File: config.mk
export PLATFORM = sky130hd
export DESIGN_NAME = aoi_sweep_ctrl
export DESIGN_NICKNAME = d
export VERILOG_FILES = /design/src/rtl/aoi_sweep_ctrl.sv
export SDC_FILE = /design/constraint.sdc
export NUM_CORES = 1
export LEC_CHECK = 0
export ABC_AREA = 0
export CORE_ASPECT_RATIO = 0.6
export CORE_MARGIN = 2
export CORE_UTILIZATION = 60
export CTS_CLUSTER_DIAMETER = 100
export DETAILED_ROUTE_END_ITERATION = 8
export PLACE_DENSITY = 0.8
export SLEW_MARGIN = 20
export SYNTH_ARGS = -nofsm -noshare
export SYNTH_HDL_FRONTEND = slang
export SYNTH_SLANG_ARGS = --single-unit
File: constraint.sdc
create_clock -name CLK -period 3.3 [get_ports CLK]
set_input_delay 0.33 -clock CLK [delete_from_list [all_inputs] [get_ports CLK]]
set_output_delay 0.33 -clock CLK [all_outputs]
set_load 0.01 [all_outputs]
File: src/rtl/aoi_sweep_ctrl.sv
// 2-2 AOI controller: manual/auto-sweep vector select, registered AOI, 4-digit scan.
// Optional macro AOI_PASS_COUNT_EN: digit 3 shows how many vectors in the last full sweep gave Y=1.
module aoi_sweep_ctrl #(
  parameter int unsigned STEP_DIV = 100_000_000,
  parameter int unsigned SCAN_DIV = 100_000
) (
  input  logic       CLK,
  input  logic       RST,
  input  logic [3:0] SWT,
  input  logic       AUTO,
  output logic [6:0] SEG,
  output logic [3:0] AN,
  output logic       Y
);

  localparam int unsigned PW = $clog2(STEP_DIV);
  localparam int unsigned SW = $clog2(SCAN_DIV);
  localparam logic [PW-1:0] PRE_LAST  = PW'(STEP_DIV - 1);
  localparam logic [SW-1:0] SCAN_LAST = SW'(SCAN_DIV - 2);

  // Encoding: bit 0 set = digit slot, bits [2:1] = digit index; +1 walks the frame.
  typedef enum logic [2:0] {
    S_BLANK0 = 3'd0, S_DIG0 = 3'd1, S_BLANK1 = 3'd2, S_DIG1 = 3'd3,
    S_BLANK2 = 3'd4, S_DIG2 = 3'd5, S_BLANK3 = 3'd6, S_DIG3 = 3'd7
  } scan_e;

  function automatic logic [6:0] hex_glyph(input logic [3:0] h);
    case (h)
      4'h0: hex_glyph = 7'b1000000;
      4'h1: hex_glyph = 7'b1111001;
      4'h2: hex_glyph = 7'b0100100;
      4'h3: hex_glyph = 7'b0110000;
      4'h4: hex_glyph = 7'b0011001;
      4'h5: hex_glyph = 7'b0010010;
      4'h6: hex_glyph = 7'b0000010;
      4'h7: hex_glyph = 7'b1111000;
      4'h8: hex_glyph = 7'b0000000;
      4'h9: hex_glyph = 7'b0010000;
      4'hA: hex_glyph = 7'b0001000;
      4'hB: hex_glyph = 7'b0000011;
      4'hC: hex_glyph = 7'b1000110;
      4'hD: hex_glyph = 7'b0100001;
      4'hE: hex_glyph = 7'b0000110;
      default: hex_glyph = 7'b0001110;
    endcase
  endfunction

  logic [3:0]    swt_s1_q, swt_s2_q;
  logic          auto_s1_q, auto_s2_q;
  logic [3:0]    cnt_q, cnt_d;
  logic [PW-1:0] pre_q, pre_d;
  logic          y_q, y_d;
  scan_e         state_q, state_d;
  logic [SW-1:0] scan_q, scan_d;
  logic [6:0]    seg_q, seg_d;
  logic [3:0]    an_q, an_d;
  logic [3:0]    vec;
  logic          entry, step, wrap;
  logic [6:0]    dig3;

  // Entry fires as synced AUTO rises, so the counter is already 0 when V first selects it.
  assign entry = auto_s1_q & ~auto_s2_q;
  assign step  = auto_s2_q && (pre_q == PRE_LAST);
  assign wrap  = step && (cnt_q == 4'hF);
  assign vec   = auto_s2_q ? cnt_q : swt_s2_q;
  assign y_d   = ~((vec[0] & vec[1]) | (vec[2] & vec[3]));

  always_comb begin
    cnt_d = cnt_q;
    pre_d = pre_q;
    if (entry) begin
      cnt_d = '0;
      pre_d = '0;
    end else if (auto_s2_q) begin
      if (step) begin
        pre_d = '0;
        cnt_d = cnt_q + 4'd1;
      end else begin
        pre_d = pre_q + PW'(1);
      end
    end
  end

`ifdef AOI_PASS_COUNT_EN
  logic [4:0] pass_acc_q, pass_acc_d, pass_tot;
  logic [3:0] pass_disp_q, pass_disp_d;
  logic       pass_shown_q, pass_shown_d;

  assign pass_tot = pass_acc_q + {4'b0000, y_q};

  always_comb begin
    pass_acc_d   = pass_acc_q;
    pass_disp_d  = pass_disp_q;
    pass_shown_d = pass_shown_q;
    if (entry) begin
      pass_acc_d   = '0;
      pass_disp_d  = '0;
      pass_shown_d = 1'b0;
    end else if (wrap) begin
      pass_disp_d  = pass_tot[3:0];
      pass_acc_d   = '0;
      pass_shown_d = 1'b1;
    end else if (step) begin
      pass_acc_d   = pass_tot;
    end
  end

  always_ff @(posedge CLK or posedge RST) begin
    if (RST) begin
      pass_acc_q   <= '0;
      pass_disp_q  <= '0;
      pass_shown_q <= 1'b0;
    end else begin
      pass_acc_q   <= pass_acc_d;
      pass_disp_q  <= pass_disp_d;
      pass_shown_q <= pass_shown_d;
    end
  end

  assign dig3 = pass_shown_q ? hex_glyph(pass_disp_q) : 7'b1111111;
`else
  assign dig3 = 7'b1111111;
`endif

  // AN follows state_q one cycle late, so SEG settles during the all-off cycle.
  always_comb begin
    state_d = state_q;
    scan_d  = scan_q;
    an_d    = 4'b1111;
    seg_d   = seg_q;
    if (!state_q[0]) begin
      state_d = scan_e'(state_q + 3'd1);
      scan_d  = '0;
      case (state_q[2:1])
        2'd0:    seg_d = y_q ? 7'b1111001 : 7'b1000000;
        2'd1:    seg_d = hex_glyph(vec);
        2'd2:    seg_d = auto_s2_q ? 7'b0001000 : 7'b0111111;
        default: seg_d = dig3;
      endcase
    end else begin
      an_d[state_q[2:1]] = 1'b0;
      if (scan_q == SCAN_LAST) begin
        state_d = scan_e'(state_q + 3'd1);
        scan_d  = '0;
      end else begin
        scan_d  = scan_q + SW'(1);
      end
    end
  end

  always_ff @(posedge CLK or posedge RST) begin
    if (RST) begin
      swt_s1_q  <= '0;
      swt_s2_q  <= '0;
      auto_s1_q <= 1'b0;
      auto_s2_q <= 1'b0;
      cnt_q     <= '0;
      pre_q     <= '0;
      y_q       <= 1'b1;
      state_q   <= S_BLANK0;
      scan_q    <= '0;
      seg_q     <= '1;
      an_q      <= '1;
    end else begin
      swt_s1_q  <= SWT;
      swt_s2_q  <= swt_s1_q;
      auto_s1_q <= AUTO;
      auto_s2_q <= auto_s1_q;
      cnt_q     <= cnt_d;
      pre_q     <= pre_d;
      y_q       <= y_d;
      state_q   <= state_d;
      scan_q    <= scan_d;
      seg_q     <= seg_d;
      an_q      <= an_d;
    end
  end

  assign SEG = seg_q;
  assign AN  = an_q;
  assign Y   = y_q;

endmodule
# Word level (Yosys, flattened, before mapping)
# Memory sizes are Yosys's and may differ from the RTL's.
# Cells that the tools add are included.
# W data, S select, Z words.
# totals
regBits	73
latch_bits	0
ramBits	0
mem_bits_ro	112
mem_count	1
in_bits	7
word_cells	54
# classes
order_cmp	2
n_eq_ne	5
n_div	0
shifts	0
n_reduce_logical	6
n_mul	0
addsub	4
bitwise_logic	7
muxes	17
# mem_list
name	words	width	rd	rd_ports_with_merged_regs	wr	line	rtl
(no name shown)	16	7	1	0	0	28	case (h)
# op_table
op	count
$mux W27	3
$mux W17	2
$add A27 B1 Y27 const B	1
$eq A27 B27 Y1 const B	1
$pmux W7 S3	1
$mux W4	5
$add A17 B1 Y17 const B	1
$eq A17 B17 Y1 const B	1
$mux W6	2
$mux W3	2
$add A4 B1 Y4 const B	1
$not A4 Y4	1
$reduce_bool A2 Y1	2
$add A3 B1 Y3 const B	1
$and A1 B1 Y1	3
$lt A2 B3 Y1 const B	1
$demux W1 S2	1
$eq A2 B1 Y1 const B	1
$eq A2 B2 Y1 const B	1
$ge A2 B1 Y1 const B	1
$logic_and A1 B1 Y1	2
$logic_not A2 Y1	1
$ne A2 B1 Y1 const B	1
$not A1 Y1	2
3 further kinds	3

# Logic depth before layout (Yosys ltp)
# Gate-level depths: netlist of run 1.
# depth
word_depth	6
depth_mapped	8
mapped_depth_nobuf	7

# Worst setup path after synthesis of run 1
# Ideal clock, no wire load.
# synth_timing
path_kind	flip-flop to flip-flop
start	register pre_q[0]
end	register pre_q[7]
path_slack_ns	1.263
path_buffers	1
arrival_time_ns	1.905
period_less_slack_ns	2.037
stages_incl_launch_ff	8
required_ns	3.169
path_cell_list	dfrtp_1 ha_1 and4_2 nand2_1 o31a_2 buf_2 and3_1 or3_1
# synth_via
elab_chain_len	5
# synth_rtl
item	line	rtl
start: declaration	51	logic [PW-1:0] pre_q, pre_d;
start signal: assignment	170	pre_q <= pre_d;
parallel branches: the longest is 2 deep, another holds $add A27 B1 Y27	-	
$mux W27 (*)	75	if (step) begin
$mux W27 (*)	74	end else if (auto_s2_q) begin
$mux W27 (*)	71	if (entry) begin
# Mark *: on every way between the ends. The select of a mux whose other input is x is not followed.
# A chain may end at the register's enable or synchronous reset.

# Worst setup path after layout of run 1
# Same ends and word-level chain as after synthesis.

==> impl_metrics.py, run 1 <==
metrics = {
    "cells_and_area": {
        "final_area_um2": 4174,
        "mostFrequentLayoutCells": "dfrtp_1 (61), nand2_1 (44), nor2_1 (35)",
        "insertedDiodeCount": 0,
        "layout_commonest_cell": "dfrtp_1",
        "synthToLayoutAreaGrowth_pct": 10.87,
        "fillers": 471,
        "drive_above_1_share": 0.1159,
        "final_nets": 428,
    },
    "floorplanning": {
        "ioPinCount": 19,
        "die_w_um": 106.3,
        "start_util": 0.6189,
        "fp-row-count": 22,
        "die_height_um": 65.36,
        "core-area_um2": 6083,
        "die-area_um2": 6945,
    },
    "worst_hold_path": {
        "hp-class": "in -> async",
    },
    "setup_path": {
        "cp-startpoint": "pre_q[0]",
        "cp-endpoint": "pre_q[7]",
        "rr_worst_depth": 6,
        "r2r-start": "pre_q[0]",
        "critPathRequiredTime_ns": 3.55,
        "startpoint_type": "register",
        "regToRegEndpoint": "pre_q[7]",
        "worstSetupPathType": "reg -> reg",
        "crit_fanout": 37,
        "r2r_setup_slack_ns": 0.83,
        "arrival_ns": 2.72,
        "cp-end-kind": "register",
    },
    "grt": {
        "grtUsageTotal": 0.2525,
        "gr-total-overflow": 0,
        "grt_pass1_wl_mm": 13.61,
        "grt_max_degree": 38,
        "grt_antenna_before_repair": 0,
        "grt_pass1_vias": 2820,
    },
    "synth": {
        "avgSynthCellArea_um2": 9.629,
        "yosysSeqAreaShare": 0.4892,
        "synth_top_family_by_area": "simple AND/OR/NAND/NOR gates",
        "yosys.area_share.simple": 0.2333,
        "synth_fp_nets": 410,
        "synth_fa_ha_area_frac": 0.03988,
        "synth-seq-cells": 73,
        "async_flop_share": 1.000,
        "synthDistinctLibCells": 55,
        "synthXorXnorAreaFrac": 0.04420,
        "synth-edff-count": 0,
        "synth-main-ff-cell": "dfrtp_1",
        "netlist_instances": 391,
        "synth_compound_area_frac": 0.1379,
        "syn-cell-area_um2": 3765,
        "synthMuxAreaShare": 0.02227,
        "ys_warn_count": 0,
    },
    "timing": {
        "postLayoutSetupSlackWorst_ns": 0.8322,
        "rsz0062_at_grt": "no",
        "slew_violations": 0,
        "timing.fmax_mhz": 405.2,
        "finalClockSkew_ns": 0.01227,
        "relSlewSlack": 0.3518,
        "min_period_ns": 2.468,
        "setup_viol": 0,
        "worst_pin_slew_ns": 0.9688,
        "hold_viol_final": 0,
        "fin_crit_sh": 0.7478,
        "setup_tns_ns": 0,
    },
    "placement": {
        "hpwl_mm": 5.540,
        "placed_area_um2": 4004,
        "gp_congestion": 0.9228,
        "place_ws_ns": 0.9071,
        "io_buffers": 18,
    },
    "route": {
        "initialDrtViolationCount": 220,
        "viasPerCell": 6.161,
        "drcViolationCount": 0,
        "antenna_left": 0,
        "post_drt_wl_per_cell_um": 16.13,
        "dr.pass1.iters": 5,
        "routed_wl_mm": 8.034,
        "vias": 3068,
    },
    "cts": {
        "numClockSinks": 73,
        "clockBufferDepth": 2,
        "clkLatencyLatePin_ns": 0.36,
        "htree_levels": 3,
        "cts_buffers": 9,
        "cts_tree": "built",
        "path_clk_slew_ns": 0.08,
        "root_buffer": "clkbuf_8",
        "cts_setup_buffers": 0,
        "post_cts_resized": 0,
        "cts_hold_buf": 0,
    },
    "flow_run": {
        "max_cap_violations": 0,
    },
    "pwr": {
        "power.total_mw": 1.678,
        "leakage_nw": 1.816,
        "power_density_nw_per_um2": 402.0,
        "ir_worst_vdd_mv": 0.1908,
    },
    "status": {
        "outcome": "completed",
    },
}
-- cells in the mapped netlist, drive strengths merged, types with 3 or more instances --
| cell | n | area share |
|---|---|---|
| xor2 | 11 | 0.026 |
| a21o | 3 | 0.0060 |
| nand3 | 28 | 0.037 |
| and3 | 13 | 0.023 |
| mux2i | 5 | 0.013 |
| nor2b | 7 | 0.012 |
| and2 | 3 | 0.0050 |
| o22ai | 5 | 0.0083 |
| o211ai | 3 | 0.0060 |
| or3 | 5 | 0.0083 |
| xnor2 | 8 | 0.019 |
| ha | 12 | 0.040 |
| inv | 10 | 0.010 |
| a21oi | 17 | 0.023 |
| and4 | 3 | 0.0073 |
| nor4 | 4 | 0.0066 |
| a31oi | 16 | 0.027 |
| nand2 | 44 | 0.044 |
| o21ai | 13 | 0.017 |
| a22o | 3 | 0.0070 |
| clkbuf | 9 | 0.0090 |
| buf | 7 | 0.013 |
| nor3 | 12 | 0.016 |
| nor2 | 35 | 0.035 |
| dfrtp | 61 | 0.41 |
| dfstp | 12 | 0.084 |
| nand4 | 12 | 0.020 |
| mux2 | 3 | 0.0090 |
-- cell families after synthesis --
group	Yosys count
simple gates	174
compound gates	78
flops	73
buf+inv	27
xor+xnor	19
fa+ha+maj	12
mux	8
-- sequential cells by signal, indices dropped and copies added, names as in the netlist, named ones only --
signal and flops:
swt_s2_q 4, pre_q 27, cnt_q 4, scan_q 17, AN 4, auto_s1_q 1
state_q 2, swt_s1_q 4, auto_s2_q 1, SEG 7, Y 1
-- metrics by stage --
stage,hold slack (ns),util,cells
floorplan,0.3312,-,391
global placement,0.3376,0.6582,482
detailed placement,0.3347,0.6582,482
CTS,0.3449,0.6861,498
global route,0.3606,0.6861,498
finish,0.3223,0.6861,498
-- final cells by class --
| cell class | instances | area (µm²) | share of cell area |
|---|---|---|---|
| clock buffers | 9 | 123.9 | 0.02968 |
| well taps | 84 | 105.1 | 0.02518 |
| multi-input cells | 291 | 1798 | 0.4308 |
| flip-flops and latches | 73 | 1842 | 0.4412 |
| repair buffers | 23 | 217.7 | 0.05216 |
| inverters | 11 | 41.29 | 0.009892 |
| clock inverters | 7 | 46.29 | 0.01109 |
-- how the worst min path moves through the flow --
stage	start	to	cells after the start
global placement	swt_s1_q[0]	swt_s2_q[0]	0
floorplan	swt_s1_q[0]	swt_s2_q[0]	0
finish	RST	pre_q[7]	2
detailed placement	swt_s1_q[1]	swt_s2_q[1]	0
global route	swt_s1_q[1]	swt_s2_q[1]	0
CTS	RST	pre_q[7]	2
-- per-layer routing --
| metal | GRT usage | wire length [µm] |
|---|---|---|
| met2 | 0.3389 | 3301 |
| met5 | 0 | 0 |
| met1 | 0.3705 | 3891 |
| met3 | 0.1071 | 776 |
| met4 | 0.06908 | 64 |
-- worst max-delay path, cell delays in order, from the launching register on --
cell and delay (ns):
dfrtp_1 0.42, ha_1 0.26, and4_2 0.30, nand2_1 0.17, o31a_2 0.61, and3_1 0.26
or3_1 0.33
-- where the power goes --
group	switching, mW	internal, mW
combinational	0.0665	0.0409
clock	0.357	0.271
sequential	0.0283	0.915
total	0.452	1.23
Note: power is estimated with default switching activity, not from simulation.
==> run 2, diff against run 1 <==
Clock period 3.3 ns to 2.5 ns, I/O delays scaled along.
==> impl_metrics.py, run 2 (synthesized netlist as in run 1, its figures left out) <==
metrics = {
    "floorplanning": {
        "core-area_um2": 6083,
        "die-area_um2": 6945,
        "fp-row-count": 22,
        "ioPinCount": 19,
        "die_w_um": 106.3,
        "start_util": 0.6189,
        "die_height_um": 65.36,
    },
    "setup_path": {
        "crit_slowest_cell": "or4_4",
        "arrival_ns": 2.60,
        "crit_fanout": 7,
        "worstSetupPathType": "reg -> reg",
        "path_buf_inv": 0,
        "cp-end-kind": "register",
        "startpoint_type": "register",
        "cpPeakStageDelay_ns": 0.57,
        "crit_chain": "ha_1 > and4_2 > nand2_1 > or4_4 > or3_1 > a21oi_1",
        "critPathRequiredTime_ns": 2.79,
        "path_delay_family": "simple AND/OR/NAND/NOR gates",
    },
    "route": {
        "antenna_left": 0,
        "viasPerCell": 6.065,
        "vias": 3063,
        "initialDrtViolationCount": 250,
        "routed_wl_mm": 8.167,
        "post_drt_wl_per_cell_um": 16.17,
        "dr.pass1.iters": 5,
        "drcViolationCount": 0,
    },
    "pwr": {
        "leakage_nw": 1.894,
        "p_switching_uw": 575.4,
        "ir_worst_vdd_mv": 0.3995,
        "power_density_nw_per_um2": 560.8,
        "switching_share": 0.2388,
        "pwr-share-seq": 0.516,
        "p_clk_frac": 0.422,
        "internal-power_mw": 1.834,
        "combPwrFrac": 0.063,
    },
    "cells_and_area": {
        "synthToLayoutAreaGrowth_pct": 14.12,
        "mostFrequentLayoutCells": "dfrtp_1 (61), nand2_1 (44), nor2_1 (35)",
        "largest_reg_flops": 27,
        "layout_commonest_cell": "dfrtp_1",
        "drive_above_1_share": 0.1283,
        "top_register": "pre_q",
        "fin_cells": 505,
        "final_nets": 435,
        "fillers": 464,
        "insertedDiodeCount": 0,
        "regArea_um2": 1842,
        "multi_input_area_um2": 1805,
    },
    "cts": {
        "cts_hold_buf": 0,
        "clkLatencyLatePin_ns": 0.36,
        "cts_buffers": 9,
        "root_buffer": "clkbuf_8",
        "post_cts_resized": 0,
        "cts_setup_buffers": 0,
        "cts_tree": "built",
        "htree_levels": 3,
        "path_clk_slew_ns": 0.08,
        "clockBufferDepth": 2,
        "numClockSinks": 73,
    },
    "timing": {
        "relSlewSlack": 0.3664,
        "hold_viol_final": 0,
        "slew_violations": 0,
        "min_period_ns": 2.312,
        "timing.fmax_mhz": 432.5,
        "rsz0062_at_grt": "no",
        "setup_tns_ns": 0,
        "setup_viol": 0,
        "worst_pin_slew_ns": 0.9469,
        "fin_crit_sh": 0.9249,
        "finalClockSkew_ns": 0.006072,
    },
    "grt": {
        "grt_pass1_vias": 2730,
        "gr-total-overflow": 0,
        "grtUsageTotal": 0.2576,
        "busiest_layer": "met1",
        "grt_util_met3": 0.07738,
        "grt.met2_usage": 0.3526,
        "grt_pass1_wl_mm": 13.70,
        "use_met1": 0.3836,
        "grt_antenna_before_repair": 0,
        "grt_max_degree": 65,
    },
    "placement": {
        "hpwl_mm": 5.501,
        "dp_cells": 489,
        "io_buffers": 18,
        "gp_congestion": 0.9159,
    },
    "worst_hold_path": {
        "hp-class": "in -> async",
    },
    "flow_run": {
        "max_cap_violations": 0,
    },
    "status": {
        "outcome": "completed",
    },
}
run 2: cell types whose count changed in the layout (fill, tap and decap cells not counted), sizes merged:
cell	before	now
buf	5	12
clkinvlp	3	2
bufinv	0	2
clkinv	4	3
inv	11	10
clkbuf	9	10
run 2: through the flow:
stage | worst slack, ns | power [mW] | hold slack [ns] | instance area (µm²) | utilization
final | 0.1877 | 2.410 | 0.1303 | 4297 | 0.7063
after global placement | 0.2895 | 1.407 | 0.3346 | 4069 | 0.6689
after floorplan | 0.4166 | 1.358 | 0.2814 | 3765 | -
after global routing | 0.06954 | 2.501 | 0.1401 | 4297 | 0.7063
after CTS | 0.1511 | 2.435 | 0.1256 | 4289 | 0.7051
after detailed placement | 0.1887 | 1.412 | 0.3355 | 4069 | 0.6689
run 2: worst paths after layout:
check | to | from | slack [ns] | cells after the start
min in group CLK | swt_s1_q[1] | SWT[1] | 0.32 | 1
max | cnt_q[3] | pre_q[0] | 0.19 | 6
max reg2reg | cnt_q[3] | pre_q[0] | 0.19 | 6
min | pre_q[7] | RST | 0.13 | 2
max in group asynchronous | SEG[0] | RST | 1.73 | 3
min reg2reg | swt_s2_q[0] | swt_s1_q[0] | 0.35 | 0
run 2: layout make-up:
cell class / count / area share
tap: 84 / 0.02446
clock buffer: 10 / 0.02970
sequential: 73 / 0.4287
timing repair buffer: 30 / 0.06581
clock inverter: 6 / 0.02155
multi-input combinational: 291 / 0.4202
inverter: 11 / 0.009610
run 2: worst reg2reg max path, delay by kind of cell (launching register included):
kind | cells | cell delay (ns)
DFF | 1 | 0.41
and+or+nand+nor | 4 | 1.43
AOI/OAI and AO/OA | 1 | 0.15
adders and majority gates | 1 | 0.25
run 2: power groups by stage:
stage / clock [mW] / combinational, mW / sequential, mW
CTS: 1.04 / 0.151 / 1.24
finish: 1.02 / 0.151 / 1.24
global route: 1.09 / 0.169 / 1.25
floorplan: 0 / 0.103 / 1.25
global placement: 0 / 0.147 / 1.26
detailed placement: 0 / 0.149 / 1.26
run 2: layer usage:
metal | vias to the layer above | part of all wire
met4 | 0 | 0.014
met3 | 17 | 0.079
met5 | - | 0
met2 | 147 | 0.41
li1 | 1459 | -
met1 | 1440 | 0.49
==> run 3, diff against run 2 <==
Settings changed: GPL_TIMING_DRIVEN set to 0.
==> impl_metrics.py, run 3 (synthesized netlist as in run 1, its figures left out) <==
metrics = {
    "setup_path": {
        "critPathRequiredTime_ns": 2.74,
        "crit_top_cell": "nand2_1",
        "worstSetupPathType": "reg -> reg",
        "startpoint_type": "register",
        "cpPeakStageDelay_ns": 0.42,
        "crit_chain": "ha_1 > and4_2 > nand2_1 > o31a_2 > buf_2 > clkbuf_2 > a32oi_1 > nand2_1",
        "arrival_ns": 2.61,
        "path_delay_family": "compound AO/OA/AOI/OAI gates",
        "cp-end-kind": "register",
        "crit_fanout": 10,
        "crit_slowest_cell": "dfrtp_1",
        "path_buf_inv": 2,
    },
    "route": {
        "antenna_left": 0,
        "drcViolationCount": 0,
        "wl_met3_um": 694,
        "viasPerCell": 6.151,
        "m1WireLength_mm": 4.145,
        "dr_wl_met2_mm": 3.209,
        "top_layer": "met4",
        "dr.pass1.iters": 5,
        "initialDrtViolationCount": 316,
        "vias": 3137,
        "post_drt_wl_per_cell_um": 16.00,
        "routed_wl_mm": 8.162,
    },
    "timing": {
        "setup_viol": 0,
        "rsz0062_at_grt": "no",
        "relSlewSlack": 0.3788,
        "finalClockSkew_ns": 0.01309,
        "worst_pin_slew_ns": 0.9233,
        "hold_ws_ns": 0.1589,
        "timing.fmax_mhz": 421.7,
        "postLayoutSetupSlackWorst_ns": 0.1287,
        "fin_crit_sh": 0.9485,
        "hold_viol_final": 0,
        "min_period_ns": 2.371,
        "setup_tns_ns": 0,
        "slew_violations": 0,
    },
    "cts": {
        "path_clk_slew_ns": 0.09,
        "cts_tree": "built",
        "cts_hold_buf": 0,
        "root_buffer": "clkbuf_8",
        "numClockSinks": 73,
        "clockBufferDepth": 2,
        "cts_setup_buffers": 0,
        "clkLatencyLatePin_ns": 0.36,
        "htree_levels": 3,
        "post_cts_resized": 0,
        "cts_buffers": 9,
    },
    "placement": {
        "io_buffers": 18,
        "hpwl_mm": 5.641,
        "gp_congestion": 0.9248,
        "dp_cells": 494,
        "place_ws_ns": 0.02559,
    },
    "status": {
        "outcome": "completed",
    },
    "cells_and_area": {
        "layout_commonest_cell": "dfrtp_1",
        "top_register": "pre_q",
        "mostFrequentLayoutCells": "dfrtp_1 (61), nand2_1 (44), nor2_1 (35)",
        "synthToLayoutAreaGrowth_pct": 14.39,
        "insertedDiodeCount": 0,
        "largest_reg_flops": 27,
        "final_nets": 440,
        "fillers": 468,
        "fin_cells": 510,
        "drive_above_1_share": 0.1221,
    },
    "pwr": {
        "leakage_nw": 1.875,
        "power_density_nw_per_um2": 562.0,
        "power.total_mw": 2.420,
        "ir_worst_vdd_mv": 0.4016,
    },
    "floorplanning": {
        "die_height_um": 65.36,
        "ioPinCount": 19,
        "start_util": 0.6189,
        "die_w_um": 106.3,
        "fp-row-count": 22,
        "die-area_um2": 6945,
        "core-area_um2": 6083,
    },
    "grt": {
        "grt_pass1_wl_mm": 14.02,
        "grt_antenna_before_repair": 0,
        "grtUsageTotal": 0.2634,
        "grt_pass1_vias": 2810,
        "grt_max_degree": 61,
        "gr-total-overflow": 0,
    },
    "worst_hold_path": {
        "hp-class": "in -> async",
    },
    "flow_run": {
        "max_cap_violations": 0,
    },
}
==> run 3: area by class of cell <==
| class | count | area, µm² | share of cell area |
|---|---|---|---|
| clock inverters | 7 | 93.84 | 0.02179 |
| repair buffers | 19 | 207.7 | 0.04823 |
| multi-input cells | 291 | 1803 | 0.4187 |
| flip-flops and latches | 73 | 1842 | 0.4277 |
| clock buffers | 9 | 123.9 | 0.02876 |
| plain buffers | 16 | 87.58 | 0.02034 |
| inverters | 11 | 43.79 | 0.01017 |
| well taps | 84 | 105.1 | 0.02440 |
==> run 3: worst paths after layout <==
check / cells past startpoint / from / slack (ns) / endpoint
worst max-delay path: 8 / pre_q[0] / 0.13 / pre_q[25]
worst min-delay path: 2 / RST / 0.16 / pre_q[17]
worst max register to register: 8 / pre_q[0] / 0.13 / pre_q[25]
worst min register to register: 0 / swt_s1_q[1] / 0.36 / swt_s2_q[1]
max in group asynchronous: 3 / RST / 1.75 / SEG[4]
min in group CLK: 1 / SWT[2] / 0.33 / swt_s1_q[2]
==> run 3: layer usage <==
metal	up-vias	global-route usage
met5	-	0
li1	1479	-
met3	16	0.07639
met1	1497	0.4108
met4	0	0.09375
met2	145	0.3421
==> run 3: worst reg2reg max path, delay by kind of cell (launching register included) <==
family                   cells  cell delay, ns
buffers and inverters        2            0.43
adder cells (fa/ha/maj)      1            0.25
flip-flops                   1            0.42
AND/OR/NAND/NOR              3            0.54
AO/OA/AOI/OAI                2            0.61
==> run 3: power breakdown <==
part	internal (mW)	leakage (nW)	switching, mW
Clock	0.561	0.106	0.464
Sequential	1.21	0.935	0.0341
Combinational	0.0596	0.835	0.0939
Total	1.83	1.88	0.592
==> run 3: through the flow <==
stage | utilization | area (µm²)
after global placement | 0.6658 | 4050
after floorplan | - | 3765
after CTS | 0.7065 | 4298
final | 0.7079 | 4307
after detailed placement | 0.6707 | 4080
after global routing | 0.7079 | 4307
